--- src/rtl/u_dly_code_ctrl_pkg.sv ---
// Shared definitions for the delay-code loop controller: FSM state encodings
// and step-direction encodings.
package u_dly_code_ctrl_pkg;

    typedef logic [1:0] state_t;

    localparam state_t StIdle   = 2'd0;
    localparam state_t StSettle = 2'd1;
    localparam state_t StTrack  = 2'd2;

    localparam logic DirDn = 1'b0;
    localparam logic DirUp = 1'b1;

endpackage

--- src/rtl/u_dly_code_ctrl_filt.sv ---
// Signed up/down accumulator for phase-detector samples. The step pulses are
// decoded from the current accumulator value and the present sample, so the
// code register in the parent can move on the same edge that consumes the
// threshold-reaching sample.
module u_dly_code_ctrl_filt #(
    parameter int unsigned FILT_TH = 4
) (
    input  logic clk_i,
    input  logic rst_ni,
    input  logic en_i,
    input  logic clr_i,
    input  logic up_i,
    input  logic dn_i,
    output logic step_up_o,
    output logic step_dn_o
);

    localparam int unsigned AW = $clog2(FILT_TH + 1) + 1;

    localparam logic signed [AW-1:0] AccHi = AW'(FILT_TH - 1);
    localparam logic signed [AW-1:0] AccLo = -AccHi;
    localparam logic signed [AW-1:0] One   = 1;

    logic signed [AW-1:0] acc_q, acc_d;
    logic inc, dec;

    // Both or neither PD input asserted carries no information.
    assign inc = up_i & ~dn_i;
    assign dec = dn_i & ~up_i;

    // Threshold is reached when the stored value is one short and the sample agrees.
    always_comb begin
        step_up_o = en_i & ~clr_i & inc & (acc_q == AccHi);
        step_dn_o = en_i & ~clr_i & dec & (acc_q == AccLo);
    end

    // Accumulate while enabled; a step or an external clear empties it.
    always_comb begin
        acc_d = acc_q;
        if (clr_i || step_up_o || step_dn_o) begin
            acc_d = '0;
        end else if (en_i && inc) begin
            acc_d = acc_q + One;
        end else if (en_i && dec) begin
            acc_d = acc_q - One;
        end
    end

    // Accumulator register.
    always_ff @(posedge clk_i or negedge rst_ni) begin
        if (!rst_ni) begin
            acc_q <= '0;
        end else begin
            acc_q <= acc_d;
        end
    end

endmodule

--- src/rtl/u_dly_code_ctrl.sv ---
// Delay-code loop controller: filters lead/lag samples, steps a saturating
// code, drives the fine-cell thermometer selects and reports lock/saturation.
module u_dly_code_ctrl
    import u_dly_code_ctrl_pkg::*;
#(
    parameter int unsigned N_FINE     = 16,
    parameter int unsigned INIT_CODE  = 8,
    parameter int unsigned FILT_TH    = 4,
    parameter int unsigned SETTLE_CYC = 8,
    parameter int unsigned LOCK_REV   = 4,
    localparam int unsigned CW        = $clog2(N_FINE + 1)
) (
    input  logic              i_clk,
    input  logic              i_rstn,
    input  logic              i_en,
    input  logic              i_init,
    input  logic              i_pd_up,
    input  logic              i_pd_dn,
    output logic [N_FINE-1:0] o_sel,
    output logic [CW-1:0]     o_code,
    output logic              o_lock,
    output logic              o_sat
);

    localparam int unsigned SW = $clog2(SETTLE_CYC + 1);
    localparam int unsigned RW = $clog2(LOCK_REV + 1);

    localparam logic [CW-1:0] CodeInit = CW'(INIT_CODE);
    localparam logic [CW-1:0] CodeMax  = CW'(N_FINE);
    localparam logic [CW-1:0] CodeOne  = CW'(1);
    localparam logic [SW-1:0] SettleLast = SW'(SETTLE_CYC - 1);
    localparam logic [RW-1:0] RevMax   = RW'(LOCK_REV);

    function automatic logic [N_FINE-1:0] thermo(input logic [CW-1:0] c);
        logic [N_FINE-1:0] t;
        for (int k = 0; k < N_FINE; k++) begin
            t[k] = (int'(c) > k);
        end
        return t;
    endfunction

    state_t            state_q, state_d;
    logic [SW-1:0]     settle_q, settle_d;
    logic [CW-1:0]     code_q, code_d;
    logic [N_FINE-1:0] sel_q, sel_d;
    logic [RW-1:0]     rev_q, rev_d;
    logic              last_vld_q, last_vld_d;
    logic              last_dir_q, last_dir_d;
    logic              sat_q, sat_d;
    logic              sat_dir_q, sat_dir_d;

    logic step_up, step_dn;
    logic filt_en, filt_clr;
    logic real_up, real_dn, real_step, step_dir;
    logic sat_up, sat_dn;

    assign filt_en  = (state_q == StTrack) & i_en;
    assign filt_clr = i_init | ~i_en;

    u_dly_code_ctrl_filt #(
        .FILT_TH (FILT_TH)
    ) u_filt (
        .clk_i     (i_clk),
        .rst_ni    (i_rstn),
        .en_i      (filt_en),
        .clr_i     (filt_clr),
        .up_i      (i_pd_up),
        .dn_i      (i_pd_dn),
        .step_up_o (step_up),
        .step_dn_o (step_dn)
    );

    // Split filter steps into real code moves and rail hits.
    always_comb begin
        real_up   = step_up & (code_q != CodeMax);
        real_dn   = step_dn & (code_q != '0);
        sat_up    = step_up & (code_q == CodeMax);
        sat_dn    = step_dn & (code_q == '0);
        real_step = real_up | real_dn;
        step_dir  = real_up ? DirUp : DirDn;
    end

    // Next-state for FSM, code, lock and saturation; i_init outranks everything.
    always_comb begin
        state_d    = state_q;
        settle_d   = settle_q;
        code_d     = code_q;
        rev_d      = rev_q;
        last_vld_d = last_vld_q;
        last_dir_d = last_dir_q;
        sat_d      = sat_q;
        sat_dir_d  = sat_dir_q;

        if (i_init) begin
            code_d     = CodeInit;
            rev_d      = '0;
            sat_d      = 1'b0;
            last_vld_d = 1'b0;
            settle_d   = '0;
            state_d    = i_en ? StSettle : StIdle;
        end else if (!i_en) begin
            state_d  = StIdle;
            settle_d = '0;
            rev_d    = '0;
        end else begin
            unique case (state_q)
                StIdle: begin
                    state_d  = StSettle;
                    settle_d = '0;
                end
                StSettle: begin
                    if (settle_q == SettleLast) begin
                        state_d  = StTrack;
                        settle_d = '0;
                    end else begin
                        settle_d = settle_q + SW'(1);
                    end
                end
                StTrack: begin
                    if (real_step) begin
                        code_d   = real_up ? code_q + CodeOne : code_q - CodeOne;
                        state_d  = StSettle;
                        settle_d = '0;
                        if (last_vld_q && (last_dir_q != step_dir)) begin
                            rev_d = (rev_q == RevMax) ? rev_q : rev_q + RW'(1);
                        end else begin
                            rev_d = '0;
                        end
                        last_vld_d = 1'b1;
                        last_dir_d = step_dir;
                        if (sat_q && (sat_dir_q != step_dir)) begin
                            sat_d = 1'b0;
                        end
                    end else if (sat_up || sat_dn) begin
                        // Rail hit: code held, loop keeps tracking without settling.
                        sat_d     = 1'b1;
                        sat_dir_d = sat_up ? DirUp : DirDn;
                    end
                end
                default: begin
                    state_d  = StIdle;
                    settle_d = '0;
                end
            endcase
        end

        sel_d = thermo(code_d);
    end

    // Loop state registers; selects are registered alongside the code.
    always_ff @(posedge i_clk or negedge i_rstn) begin
        if (!i_rstn) begin
            state_q    <= StIdle;
            settle_q   <= '0;
            code_q     <= CodeInit;
            sel_q      <= thermo(CodeInit);
            rev_q      <= '0;
            last_vld_q <= 1'b0;
            last_dir_q <= DirDn;
            sat_q      <= 1'b0;
            sat_dir_q  <= DirDn;
        end else begin
            state_q    <= state_d;
            settle_q   <= settle_d;
            code_q     <= code_d;
            sel_q      <= sel_d;
            rev_q      <= rev_d;
            last_vld_q <= last_vld_d;
            last_dir_q <= last_dir_d;
            sat_q      <= sat_d;
            sat_dir_q  <= sat_dir_d;
        end
    end

    assign o_code = code_q;
    assign o_sel  = sel_q;
    assign o_lock = (rev_q == RevMax);
    assign o_sat  = sat_q;

endmodule

--- config.mk ---
export PLATFORM = sky130hd
export DESIGN_NAME = u_dly_code_ctrl
export DESIGN_NICKNAME = d
export VERILOG_FILES = /design/src/rtl/u_dly_code_ctrl_pkg.sv /design/src/rtl/u_dly_code_ctrl_filt.sv /design/src/rtl/u_dly_code_ctrl.sv
export SDC_FILE = /design/constraint.sdc
export NUM_CORES = 1
export LEC_CHECK = 0
export CORE_AREA = 5 5 72 74
export DETAILED_ROUTE_END_ITERATION = 7
export DIE_AREA = 0 0 77 79
export PLACE_DENSITY = 0.72
export SLEW_MARGIN = 25
export SYNTH_ARGS = -nofsm -noshare
export SYNTH_HDL_FRONTEND = slang
export SYNTH_SLANG_ARGS = --single-unit
--- constraint.sdc ---
create_clock -name i_clk -period 3.5 [get_ports i_clk]
set_clock_uncertainty 0.15 [all_clocks]
set_input_delay 0.35 -clock i_clk [delete_from_list [all_inputs] [get_ports i_clk]]
set_output_delay 0.35 -clock i_clk [all_outputs]
set_load 0.01 [all_outputs]
; ---- Yosys cells after proc, flatten, opt, wreduce, memory -nomap -nowiden
; Index checks and enable logic that the tools add are counted.
[word_totals]
ff_bits = 38
in_bits = 6
[op_classes]
n_addsub = 6
n_lt_le_gt_ge = 16
eq_ne = 16
n_mux = 37
n_bitwise = 20
reduce_logical = 21
[ops]
columns = operator, count
row1 = $gt 5x4->1 const B, 8
row2 = $mux 4, 7
row3 = $mux 5, 5
row4 = $gt 5x3->1 const B, 4
row5 = $mux 3, 6
row6 = $mux 1, 13
row7 = $and 1x1->1, 12
row8 = $eq 4x3->1 const B, 3
row9 = $ne 4x4->1 const B, 3
row10 = $gt 5x1->1 const B, 2
row11 = $gt 5x2->1 const B, 2
row12 = $mux 2, 4
row13 = $pmux 4 s2, 1
row14 = $reduce_and 4->1, 2
row15 = $ne 3x1->1 const B, 2
row16 = $not 1->1, 6
row17 = $pmux 2 s3, 1
row18 = $reduce_and 3->1, 2
row19 = $reduce_bool 2->1, 3
row20 = $reduce_bool 3->1, 2
row21 = $add 5x1->5 const B, 1
row22 = $eq 5x5->1 const B, 1
row23 = $logic_not 5->1, 1
row24 = $ne 5x5->1 const B, 1
row25 = other kinds (17), 24

; ---- Depth between registers and ports, before layout
[depth]
word_depth = 15
mapped_depth = 11
ltp_nobuf = 11

; ---- Modules after synthesis
; From an unflattened synthesis, not the netlist that was laid out.
[hier_totals]
cells_unflattened = 231
hier_area_um2 = 2257.2
[modules_own_cells]
columns = mod, n_inst, cells_each, area_each_um2, seq_area_each_um2
row1 = u_dly_code_ctrl, 1, 192, 1893.1, 862.1
row2 = u_dly_code_ctrl_filt, 1, 39, 364.1, 100.1

; ---- Least setup slack after synthesis
; Ideal clock, no wire load.
[synth_path]
kind = register to register
from = reg code_q[1] (netlist: o_code[1])
to = reg sel_q[5] (netlist: o_sel[5])
arrival_time_ns = 3.055
t_required_ns = 3.262
slack_ns = 0.207
path_stages_with_launch = 11
path_buffers = 0
synth_period_minus_slack_ns = 3.293
cell_sequence = dfrtp_1 nor4_4 a211oi_2 nand2_1 ha_1 nor2b_1 o21a_1 or3_1 a31oi_1 nor3_1 or3_1
[synth_between]
elab_chain_cells = 8
elab_cells_between_ends = 13
classes_between = 2 x add/sub / 1 x order compare / 1 x eq/ne / 5 x mux / 3 x bitwise / 1 x reduce/logical
[synth_lines]
columns = item, line_no
row1 = start: declaration, u_dly_code_ctrl.sv:44  ; logic [CW-1:0] code_q, code_d;
row2 = start signal: assignment, u_dly_code_ctrl.sv:155  ; code_q <= CodeInit;
row3 = start signal: assignment, u_dly_code_ctrl.sv:165  ; code_q <= code_d;
row4 = branches (longest 3 deep; another with $sub 5x1->5), --
row5 = $mux 5 (*), u_dly_code_ctrl.sv:120  ; if (real_step) begin
row6 = $mux 5 (*), u_dly_code_ctrl.sv:106  ; unique case (state_q)
row7 = $mux 5 (*), u_dly_code_ctrl.sv:101  ; end else if (!i_en) begin
row8 = $mux 5 (*), u_dly_code_ctrl.sv:94  ; if (i_init) begin
row9 = via code_d[4], u_dly_code_ctrl.sv:44
row10 = $gt 5x3->1 (*), u_dly_code_ctrl.sv:37  ; t[k] = (int'(c) > k);
row11 = via sel_d[5], u_dly_code_ctrl.sv:45  ; logic [N_FINE-1:0] sel_q, sel_d;
row12 = end signal: assignment, u_dly_code_ctrl.sv:156  ; sel_q <= thermo(CodeInit);
row13 = end signal: assignment, u_dly_code_ctrl.sv:166  ; sel_q <= sel_d;
row14 = end: declaration, u_dly_code_ctrl.sv:45
; Mark *: on every way through the listed nets, which the timed path passes.
; A chain may end at the register's enable or synchronous reset.

; ---- Worst setup path in the final report
[layout_path]
from = in i_pd_dn
to = reg sel_q[5] (netlist: o_sel[5])
[layout_between]
elab_chain_cells = 11
elab_cells_between_ends = 16
classes_between = 1 x order compare / 5 x mux / 10 x bitwise
[layout_lines]
columns = item, line_no
row1 = start: declaration, u_dly_code_ctrl.sv:18  ; input logic i_pd_dn,
row2 = $not 1->1, u_dly_code_ctrl_filt.sv:28  ; assign inc = up_i & ~dn_i;
row3 = $and 1x1->1, u_dly_code_ctrl_filt.sv:28
row4 = $and 1x1->1 (2 in series), u_dly_code_ctrl_filt.sv:33  ; step_up_o = en_i & ~clr_i & inc & (acc_q == AccHi);
row5 = $and 1x1->1, u_dly_code_ctrl.sv:75  ; real_up = step_up & (code_q != CodeMax);
row6 = $mux 5 or $or 1x1->1 (tied branches), "u_dly_code_ctrl.sv:121, u_dly_code_ctrl.sv:79"
row7 = $mux 5 (*), u_dly_code_ctrl.sv:120
row8 = $mux 5 (*), u_dly_code_ctrl.sv:106
row9 = $mux 5 (*), u_dly_code_ctrl.sv:101
row10 = $mux 5 (*), u_dly_code_ctrl.sv:94
row11 = via code_d[4], u_dly_code_ctrl.sv:44
row12 = $gt 5x3->1 (*), u_dly_code_ctrl.sv:37
row13 = via sel_d[5], u_dly_code_ctrl.sv:45
; The timed path passes the listed nets; every way through them passes the cells marked *.

==> run summary <==
Final Slew Violations = 0
Hold Crit Class = input pin to async pin
synthesized area per cell = 10.4 um^2
Area Growth Syn to Fin = 23.9%
cts-stage hold buffer count = 0
filler-free cell count of the finished design = 305
vias in the first global route = 1662
via/cell ratio = 5.54
CP Data Required Time = 3560 ps
Die Width = 77 um
drt drc = 0
Top FF cell, synth = dfrtp_1
Remaining Overflow, GRT = 0
worst reg2reg path startpoint = o_code[3]
Clk Latency, worst-skew pair = 290 ps
library cells used by synthesis = 53
Port-buffer cells = 28
share of post-route cells with drive strength above 1 = 18.7%
WL/cell = 14.8 um
Worst setup startpoint = i_pd_dn
Clock transition at path regs = 70 ps
slack of the worst reg-to-reg path = 380 ps
register area share after synthesis = 44.6%
max_slew headroom = 43.9%
PnR worst setup slack = 308 ps
startpoint types = input pin
Max Root-Sink Buffers = 2
Core ar. = 4540 um^2
final net count = 266
Post-Syn Area = 2160 um^2
CTS H-tree lvls = 2
initial antenna violation count = 0
Hold Violations, Final = 0
CTS Root Cell = clkbuf_8
Antenna Cells = 0
vias = 1690
period utilisation layout = 91.2%
Max-Cap Viols = 0
setup violators final = 0
Clock Sinks = 38
placed cell count = 297
post-CTS sizing = 0
largest net degree at the start of global routing = 39
Worst Path Max Fanout = 4
Post-Syn Nets = 224
outcome = completed
Crit Path Class = input pin to flip-flop
initial core utilization = 47.6%
CTS tree = built
CP Data Arrival Time = 3250 ps
number of synthesis warnings = 0
drt first pass iters = 4
min cycle time layout = 3190 ps
Async S/R FF share, synth = 100%
IO Pins = 29
worst-margin pin slew = 842 ps
Synth Instances = 208
total wire length = 4510 um
Post CTS Setup Buffer Count = 0
CP Capture Type = flip-flop
Static Leak = 1.10 nW
Synth Register Bits = 38
global-route wire length before repair = 7890 um
total global-route track usage = 16.1%
Post-synth EDFFs = 0
setup TNS = 0 ps
GP Congestion = 0.886
DRT iter0 DRCs = 91
post-route ant nets = 0
Num CTS Buffers = 5
RSZ-0062 raised after global routing = no
Cell Pwr Density = 323 nW/um^2
die height = 79 um
maximum VDD drop = 0.000249 V
pre-CTS WS = 69.0 ps
Fmax = 0.313 GHz
die area = 6080 um^2
HPWL Detailed = 3240 um
# rows = 25
-- area by class of cell --
type / count / area [um^2]
clock inverter: 1 / 30.0
fill: 404 / 1860
timing repair buffer: 40 / 365
tap: 54 / 67.6
clock buffer: 7 / 86.3
sequential: 38 / 962
multi-input combinational: 153 / 1120
inverter: 12 / 45.0
-- routing by layer --
metal | track usage, % | vias to the layer above | part of all wire, %
li1 | - | 833 | -
met4 | 5.50 | 0 | 1.4
met5 | 0 | - | 0
met1 | 21.8 | 814 | 48
met2 | 25.0 | 38 | 45
met3 | 4.20 | 5 | 5.3
-- cells in the mapped netlist (all sizes together), types with 5 or more instances --
cell type | n | area share [%]
xnor2 | 7 | 2.8
inv | 12 | 2.1
ha | 8 | 4.6
dfstp | 9 | 11
nand2b | 9 | 2.6
o21ai | 6 | 1.4
a31oi | 7 | 2.0
a21oi | 8 | 1.9
nor2b | 5 | 1.5
nor3 | 12 | 3.5
dfrtp | 29 | 34
nor2 | 17 | 3.0
nand2 | 9 | 1.6
-- critical path: stages --
cell and delay (ps):
clkdlybuf4s50_1 430, nand4bb_1 250, a211oi_2 280, nand2_1 170, ha_1 350, nor2b_1 150, o21a_1 180, or3_1 340
a31oi_1 270, nor3_1 100, or3_1 370
-- sequential cells by signal, indices dropped and copies added (netlist names) --
signal,count
state_q,2
o_sel,16
settle_q,4
sat_dir_q,1
o_sat,1
u_filt.acc_q,4
o_code,5
last_vld_q,1
last_dir_q,1
rev_q,3
-- report_power, final --
part	internal (mW)	leakage [nW]	switching, mW
logic	0.0128	0.542	0.0229
clock network	0.232	0.0585	0.150
registers	0.442	0.497	0.00335
-- layout by cell type, fill, tap and decap left out, types with 3 or more instances in the layout --
cell	netlist	layout
a211o_1	3	3
a21oi_1	8	8
a31oi_1	7	7
buf_4	0	12
clkbuf_8	0	6
clkdlybuf4s50_1	0	27
dfrtp_1	29	29
dfstp_2	9	9
ha_1	8	8
inv_1	12	12
mux2_2	4	4
nand2_1	9	9
nand2b_1	9	9
nand3_1	4	4
nand3b_1	3	3
nor2_1	17	17
nor2b_1	5	5
nor3_1	9	9
nor3_2	3	3
o21ai_0	6	6
o21bai_1	3	3
o22ai_1	3	3
or2_2	3	3
xnor2_1	7	7
xor2_1	3	3
-- final timing paths --
kind | end | cells after the start
min in group i_clk | last_dir_q | 2
max in group asynchronous | o_code[2] | 1
min reg2reg | last_dir_q | 2
min | u_filt.acc_q[1] | 1
max reg2reg | o_sel[5] | 10
max | o_sel[5] | 11
-- kinds of logic (layout without fill, tap and decap cells) --
logic type               Yosys count  after routing  synth area share [%]
flip-flops                        38             38                  44.6
AND/OR/NAND/NOR                   76             76                  21.1
XOR/XNOR                          10             10                  4.06
buffers and inverters             17             60                  3.65
adder cells (fa/ha/maj)           10             10                  6.50
multiplexers                       6              6                  3.02
AO/OA/AOI/OAI                     51             51                  17.1
-- per-stage QoR --
stage | utilization (%) | hold WS (ps) | total power [mW] | area [um^2]
finish | 58.9 | 10.3 | 0.864 | 2670
CTS | 58.9 | 40.7 | 0.875 | 2670
detailed placement | 56.4 | 332 | 0.490 | 2560
global placement | 56.4 | 328 | 0.490 | 2560
global route | 58.9 | 83.5 | 0.900 | 2670
floorplan | - | -95.6 | 0.470 | 2160
(Power assumes the default switching activity.)
